<file path="config.mk">
export PLATFORM = sky130hd
export DESIGN_NAME = inst_prefetch_queue
export DESIGN_NICKNAME = d
export VERILOG_FILES = /design/src/rtl/inst_prefetch_queue.sv
export SDC_FILE = /design/constraint.sdc
export NUM_CORES = 1
export LEC_CHECK = 0
export ABC_CLOCK_PERIOD_IN_PS = 4800
export CAP_MARGIN = 20
export CORE_AREA = 2 2 122 124
export CTS_CLUSTER_SIZE = 8
export DETAILED_ROUTE_END_ITERATION = 10
export DIE_AREA = 0 0 124 126
export PLACE_DENSITY_LB_ADDON = 0.3
export SETUP_SLACK_MARGIN = 0.05
export SYNTH_ARGS = -nofsm -noshare
export SYNTH_HDL_FRONTEND = slang
export SYNTH_SLANG_ARGS = --single-unit
</file>
<file path="constraint.sdc">
create_clock -name clk -period 4.8 [get_ports clk]
set_clock_uncertainty 0.05 [all_clocks]
set_input_delay 0.96 -clock clk [delete_from_list [all_inputs] [get_ports clk]]
set_output_delay 0.96 -clock clk [all_outputs]
set_load 0.05 [all_outputs]
</file>
<file path="src/rtl/inst_prefetch_queue.sv">
// Instruction prefetch queue between the instruction ROM and the IF/ID register.
// Fetches sequential addresses on its own, buffers {instruction, pc} pairs in a
// circular buffer and presents the oldest entry combinationally at the head.
// A taken branch flushes every buffered entry and restarts fetch at the target.
module inst_prefetch_queue #(
  parameter int DEPTH  = 4,
  parameter int ADDR_W = 8,
  parameter int DATA_W = 32,
  parameter int PC_INC = 4,
  localparam int PTR_W = $clog2(DEPTH),
  localparam int CNT_W = PTR_W + 1
) (
  input  logic              clk,
  input  logic              R,
  output logic [ADDR_W-1:0] fetch_addr,
  input  logic [DATA_W-1:0] rom_instruction,
  input  logic              LE,
  input  logic              Branch,
  input  logic [ADDR_W-1:0] Target_add,
  output logic              out_valid,
  output logic [DATA_W-1:0] out_instruction,
  output logic [ADDR_W-1:0] out_pc,
  output logic [ADDR_W-1:0] out_pc_plus_4,
  output logic [CNT_W-1:0]  count,
  output logic              full,
  output logic              empty
);

  // Handshake: the head is offered whenever out_valid=1 and is consumed on a
  // rising edge where LE=1 (pop = LE & out_valid). LE is ignored while empty.
  // The producer side (the ROM) is always ready; a word is accepted when the
  // queue has room or the head leaves in the same cycle. Branch overrides both.

  logic [ADDR_W-1:0] fetch_addr_q, fetch_addr_d;
  logic [PTR_W-1:0]  wr_ptr_q, wr_ptr_d;
  logic [PTR_W-1:0]  rd_ptr_q, rd_ptr_d;
  logic [CNT_W-1:0]  count_q, count_d;

  // Entry storage; contents are don't-care after reset, so it has no reset.
  logic [DATA_W-1:0] instr_mem_q [DEPTH];
  logic [ADDR_W-1:0] pc_mem_q    [DEPTH];

  logic head_valid;
  logic is_full;
  logic pop;
  logic push;
  logic wr_en;

  assign head_valid = (count_q != '0);
  assign is_full    = (count_q == CNT_W'(DEPTH));

  // Pop/push qualification; a flush suppresses the storage write.
  always_comb begin
    pop   = LE & head_valid;
    push  = ~is_full | pop;
    wr_en = push & ~Branch;
  end

  // Next-state for pointers, occupancy and fetch address.
  always_comb begin
    fetch_addr_d = fetch_addr_q;
    wr_ptr_d     = wr_ptr_q;
    rd_ptr_d     = rd_ptr_q;
    count_d      = count_q;
    if (Branch) begin
      fetch_addr_d = Target_add;
      wr_ptr_d     = '0;
      rd_ptr_d     = '0;
      count_d      = '0;
    end else begin
      if (push) begin
        wr_ptr_d     = wr_ptr_q + PTR_W'(1);
        fetch_addr_d = fetch_addr_q + ADDR_W'(PC_INC);
      end
      if (pop) begin
        rd_ptr_d = rd_ptr_q + PTR_W'(1);
      end
      case ({push, pop})
        2'b10:   count_d = count_q + CNT_W'(1);
        2'b01:   count_d = count_q - CNT_W'(1);
        default: count_d = count_q;
      endcase
    end
  end

  // Control state register with asynchronous active-low reset.
  always_ff @(posedge clk or negedge R) begin
    if (!R) begin
      fetch_addr_q <= '0;
      wr_ptr_q     <= '0;
      rd_ptr_q     <= '0;
      count_q      <= '0;
    end else begin
      fetch_addr_q <= fetch_addr_d;
      wr_ptr_q     <= wr_ptr_d;
      rd_ptr_q     <= rd_ptr_d;
      count_q      <= count_d;
    end
  end

  // Entry write: capture the ROM word together with the address it came from.
  always_ff @(posedge clk) begin
    if (wr_en) begin
      instr_mem_q[wr_ptr_q] <= rom_instruction;
      pc_mem_q[wr_ptr_q]    <= fetch_addr_q;
    end
  end

  // Head outputs are forced to zero while empty so a bubble reads as a NOP.
  always_comb begin
    out_valid       = head_valid;
    out_instruction = head_valid ? instr_mem_q[rd_ptr_q] : '0;
    out_pc          = head_valid ? pc_mem_q[rd_ptr_q] : '0;
    out_pc_plus_4   = out_pc + ADDR_W'(PC_INC);
  end

  assign fetch_addr = fetch_addr_q;
  assign count      = count_q;
  assign full       = is_full;
  assign empty      = ~head_valid;

endmodule

</file>
# Word-level counts from Yosys, hierarchy flattened
# Memories as Yosys holds them, arrays and structs flattened.
# Cells that the tools add are included.
# W data, S select, Z words.
# op_classes
order_cmp	0
bitwise	6
shifts	0
n_mul	0
reduce_logical	4
add_sub_neg	6
div_mod_pow	0
n_mux	12
n_eq_ne	3
# op_table
operator	n
$mux W32	1
$mux W8	3
$add A8 B3 Y8 const B	2
$mux W2	4
$pmux W3 S2	1
$reduce_bool A3 Y1	2
$add A2 B1 Y2 const B	2
$reduce_bool A2 Y1	2
$add A3 B1 Y3 const B	1
$eq A3 B3 Y1 const B	1
$mux W3	1
$not A1 Y1	3
$sub A3 B1 Y3 const B	1
$and A1 B1 Y1	2
$eq A2 B1 Y1 const B	1
$eq A2 B2 Y1 const B	1
$mux W1	2
$or A1 B1 Y1	1
# word_totals
latchBits	0
in_bits	44
memories	2
romBits	0
ramBits	160
reg_bits	15
out_inout_bits	62
# memory_table
memory	depth	width	rd	rd_clocked_by_memory_dff	write_ports	line_no	text
instr_mem_q	4	32	1	0	1	40	logic [DATA_W-1:0] instr_mem_q [DEPTH];
pc_mem_q	4	8	1	0	1	41	logic [ADDR_W-1:0] pc_mem_q [DEPTH];

# Depth between registers and ports, before layout
# depth
depth_word	6
mapped_depth	9
mapped_depth_nobuf	8

# Worst setup path after synthesis
# Ideal clock, no wire load.
# synth_timing
path_type	register to output
from	reg count_q[0] (netlist: count[0])
to	out out_pc_plus_4[6]
arrival_ns	3.321
path_buffers	1
path_slack_ns	0.469
t_required_ns	3.790
stages_incl_launch_ff	10
cell_sequence	dfrtp_1 -> inv_1 -> ha_1 -> nand2b_1 -> clkbuf_1 -> and2_2 -> ha_1 -> nand3_1 -> xor2_1 -> nor2_1
# synth_between
elab_chain_len	3
# synth_lines
item	line_no	text
start, declared	37	logic [CNT_W-1:0] count_q, count_d;
start signal, assigned	97	count_q <= count_d;
$reduce_bool A3 Y1	49	assign head_valid = (count_q != '0);
net out_valid	20	output logic out_valid,
$mux W8	113	out_pc = head_valid ? pc_mem_q[rd_ptr_q] : '0;
net out_pc[3]	22	output logic [ADDR_W-1:0] out_pc,
$add A8 B3 Y8	114	out_pc_plus_4 = out_pc + ADDR_W'(PC_INC);
end, declared	23	output logic [ADDR_W-1:0] out_pc_plus_4,
# The timed path passes the listed nets, and every way through them passes these cells.

# Worst setup path after layout
# layout_timing
from	reg count_q[0] (netlist: count[0])
to	out out_pc_plus_4[6]
# layout_between
elab_chain_len	3
# layout_lines
item	line_no
$reduce_bool A3 Y1	49
$mux W8	113
$add A8 B3 Y8	114
# Every way passes these cells.

==> flow_metrics.tcl <==
set metrics [dict create \
    outcome "completed" \
    cts.clk_slew.worst_paths_ns 0.06 \
    critPathRequiredTime_ns 3.79 \
    fillers 1048 \
    rows 44 \
    cp_top_family "buffers and inverters" \
    ant_nets 0 \
    drt_iter0_drc 278 \
    cts-root-buf "clkbuf_16" \
    yosysSeqAreaShare_pct 74.2 \
    p_int_uw 3540 \
    drt_first_pass_iters 4 \
    ys_async_sr_fraction_pct 8.57 \
    seq_area_um2 5180 \
    vias 3519 \
    finalWeightedCongestion 0.714 \
    post_drt_wl_per_cell_um 19.5 \
    syn_inst 351 \
    num_io_pins 106 \
    ctsResizeCount 0 \
    worst_hold_slack_ns 0.509 \
    relSlewSlack_pct 54.0 \
    grt_max_degree 30 \
    layout-drive-gt1-share_pct 18.1 \
    cp_common_cell "ha_1" \
    synth_cell_types 29 \
    fin_area_um2 8830 \
    placed_cell_area_um2 8220 \
    path_depth 9 \
    p_switching_uw 2170 \
    hpwl_um 8180 \
    grt_use_total_pct 17.7 \
    post_cts_buffers 0 \
    die_h_um 126 \
    hp-start "fetch_addr[1]$_DFFE_PN0P_" \
    grt_pass1_vias 3709 \
    synth-edff-count 160 \
    multiInputGateArea_um2 1660 \
    hold_viol 0 \
    clkLatencyLatePin_ns 0.42 \
    num-nets-final 520 \
    synth_ff_type "edfxtp_1" \
    slowest_delay_ns 0.81 \
    criticalPathCategory "reg -> out" \
    n_antenna_cell 0 \
    cts_sinks 175 \
    instances_no_fill 665 \
    r2r-start "count[0]$_DFFE_PN0P_" \
    syn_area_per_cell_um2 19.9 \
    yosys_warnings 0 \
    reg2reg_depth 6 \
    cts_tree "yes" \
    ir_drop_uv 312 \
    crit_path_start "count[0]$_DFFE_PN0P_" \
    core_um2 14300 \
    wl_um 12900 \
    combPwrFrac_pct 43.1 \
    synth.ff_latch_count 175 \
    viasPerCell 5.29 \
    postCtsHoldBufs 0 \
    rsz0062_at_grt "false" \
    drc 0 \
    hp-class "reg -> reg" \
    antenna_found_initial 0 \
    cp-start-kind "flip-flop" \
    initial_core_util_pct 48.8 \
    p_per_area_nw_per_um2 647 \
    cts_buffers 17 \
    placed_cells 633 \
    worstSetupEndpointType "primary output" \
    die_w_um 124 \
    gr-total-overflow 0 \
    setup_viol 0 \
    htree_levels 4 \
    min_period_ns 4.14 \
    drv_cap 0 \
    p_leak_uw 0.00298 \
    fmax_mhz 242 \
    syn-num-nets 403 \
    seqPwrFrac_pct 33.0 \
    cts_buffer_depth 2 \
    worstMarginPinSlew_ns 0.687 \
    drv_slew 0 \
    fin_crit_sh_pct 86.2 \
    swShare_pct 37.9 \
    crit_arrival_ns 3.13 \
    grt_pass1_wl_um 20100 \
    pwr-share-clk_pct 23.9 \
    setup_tns_ns 0 \
    whs_path_depth 0 \
    area_delta_synth_final_pct 26.5 \
    critPathSlowestCell "clkdlybuf4s50_1" \
    die-area_um2 15600 \
    syn-cell-area_um2 6980 \
    cp_max_fo 20 \
    portBuffers 105 \
    crit_buf_inv 2 \
    path_cells "inv_1 -> ha_1 -> nand2b_2 -> and2_1 -> ha_1 -> nand3_1 -> xor2_1 -> nor2_1 -> clkdlybuf4s50_1" \
]
-- synthesized netlist by cell type (all sizes together) (4+ instances only) --
library cell	instances	share of area, %
clkbuf	6	0.32
ha	8	1.4
dfrtp	15	5.4
nand2	11	0.59
xnor2	4	0.50
mux4	40	13
buf	11	1.4
edfxtp	160	69
inv	7	0.38
o21ai	6	0.43
nor2	11	0.59
xor2	8	1.0
and2	46	4.2
-- final cells by class --
cell class              count  area share (%)
flip-flops and latches    175            58.7
multi-input cells         152            18.8
repair buffers            115            12.8
clock buffers              28            6.35
well taps                 184            2.61
clock inverters             4           0.510
inverters                   7           0.298
-- worst reg2reg max path, cell delays in order, from the launching register on --
cell and delay, ns:
dfrtp_1 0.42, inv_1 0.07, ha_1 0.27, nand3b_1 0.39, nor2b_1 0.28, and2_2 0.46
buf_4 0.47
-- power by group through the flow --
stage | clock [uW] | sequential (uW) | combinational (uW)
floorplan | 0 | 1950 | 1700
global placement | 0 | 1900 | 2480
detailed placement | 0 | 1920 | 2490
CTS | 1390 | 1880 | 2500
global route | 1450 | 1900 | 2590
finish | 1360 | 1880 | 2460
-- registers in the layout, indices dropped and copies added, names as in the netlist --
register and flops:
pc_mem_q 32, instr_mem_q 128, wr_ptr_q 2, fetch_addr 8, rd_ptr_q 2, count 3
-- cell families (layout without fill, tap and decap cells) --
kind of cell    Yosys count  after routing  synth area share [%]
flops                   175            175                  74.2
simple gates             78             78                  6.22
mux                      46             46                  13.9
buf+inv                  24            154                  2.13
xor+xnor                 12             12                  1.51
fa+ha+maj                 8              8                  1.43
compound gates            8              8                 0.574
-- final timing paths --
path	to	slack (ns)
min in group asynchronous	fetch_addr[1]$_DFFE_PN0P_	0.91
min reg2reg	pc_mem_q[1][1]$_DFFE_PP_	0.51
max reg2reg	instr_mem_q[3][31]$_DFFE_PP_	2.02
max in group asynchronous	rd_ptr_q[0]$_DFFE_PN0P_	3.32
min	pc_mem_q[1][1]$_DFFE_PP_	0.51
max	out_pc_plus_4[6]	0.66
-- layer usage --
| metal | vias up | GRT usage [%] | wire [um] |
|---|---|---|---|
| met5 | - | 0 | 0 |
| met4 | 0 | 6.35 | 209 |
| met3 | 20 | 4.48 | 707 |
| met2 | 101 | 28.3 | 6500 |
| met1 | 1805 | 23.7 | 5530 |
| li1 | 1593 | - | - |
-- cell usage in the layout, fill, tap and decap left out, drive strengths merged --
cell type	netlist	layout
nor3	1	1
xnor2	4	4
nand4	3	3
edfxtp	160	160
xor2	8	8
nand3b	1	1
and2	46	46
nor2	11	11
mux2i	3	3
dfrtp	15	15
nand2	11	11
a21oi	2	2
nand3	2	2
clkinv	0	3
ha	8	8
clkdlybuf4s50	0	105
buf	11	10
clkbuf	6	28
and3	1	1
bufinv	0	1
mux4	40	40
o21ai	6	6
nand2b	1	1
mux2	3	3
nor2b	1	1
inv	7	7
-- metrics by stage --
step           utilization (%)  total power, uW  setup WS (ns)
2_1_floorplan                -             3650          0.469
3_3_place_gp              57.5             4380           1.06
3_5_place_dp              57.5             4410           1.05
4_1_cts                   61.7             5780          0.586
5_1_grt                   61.7             5940          0.488
6_report                  61.7             5710          0.661
Power figures use the tool's default switching activity.
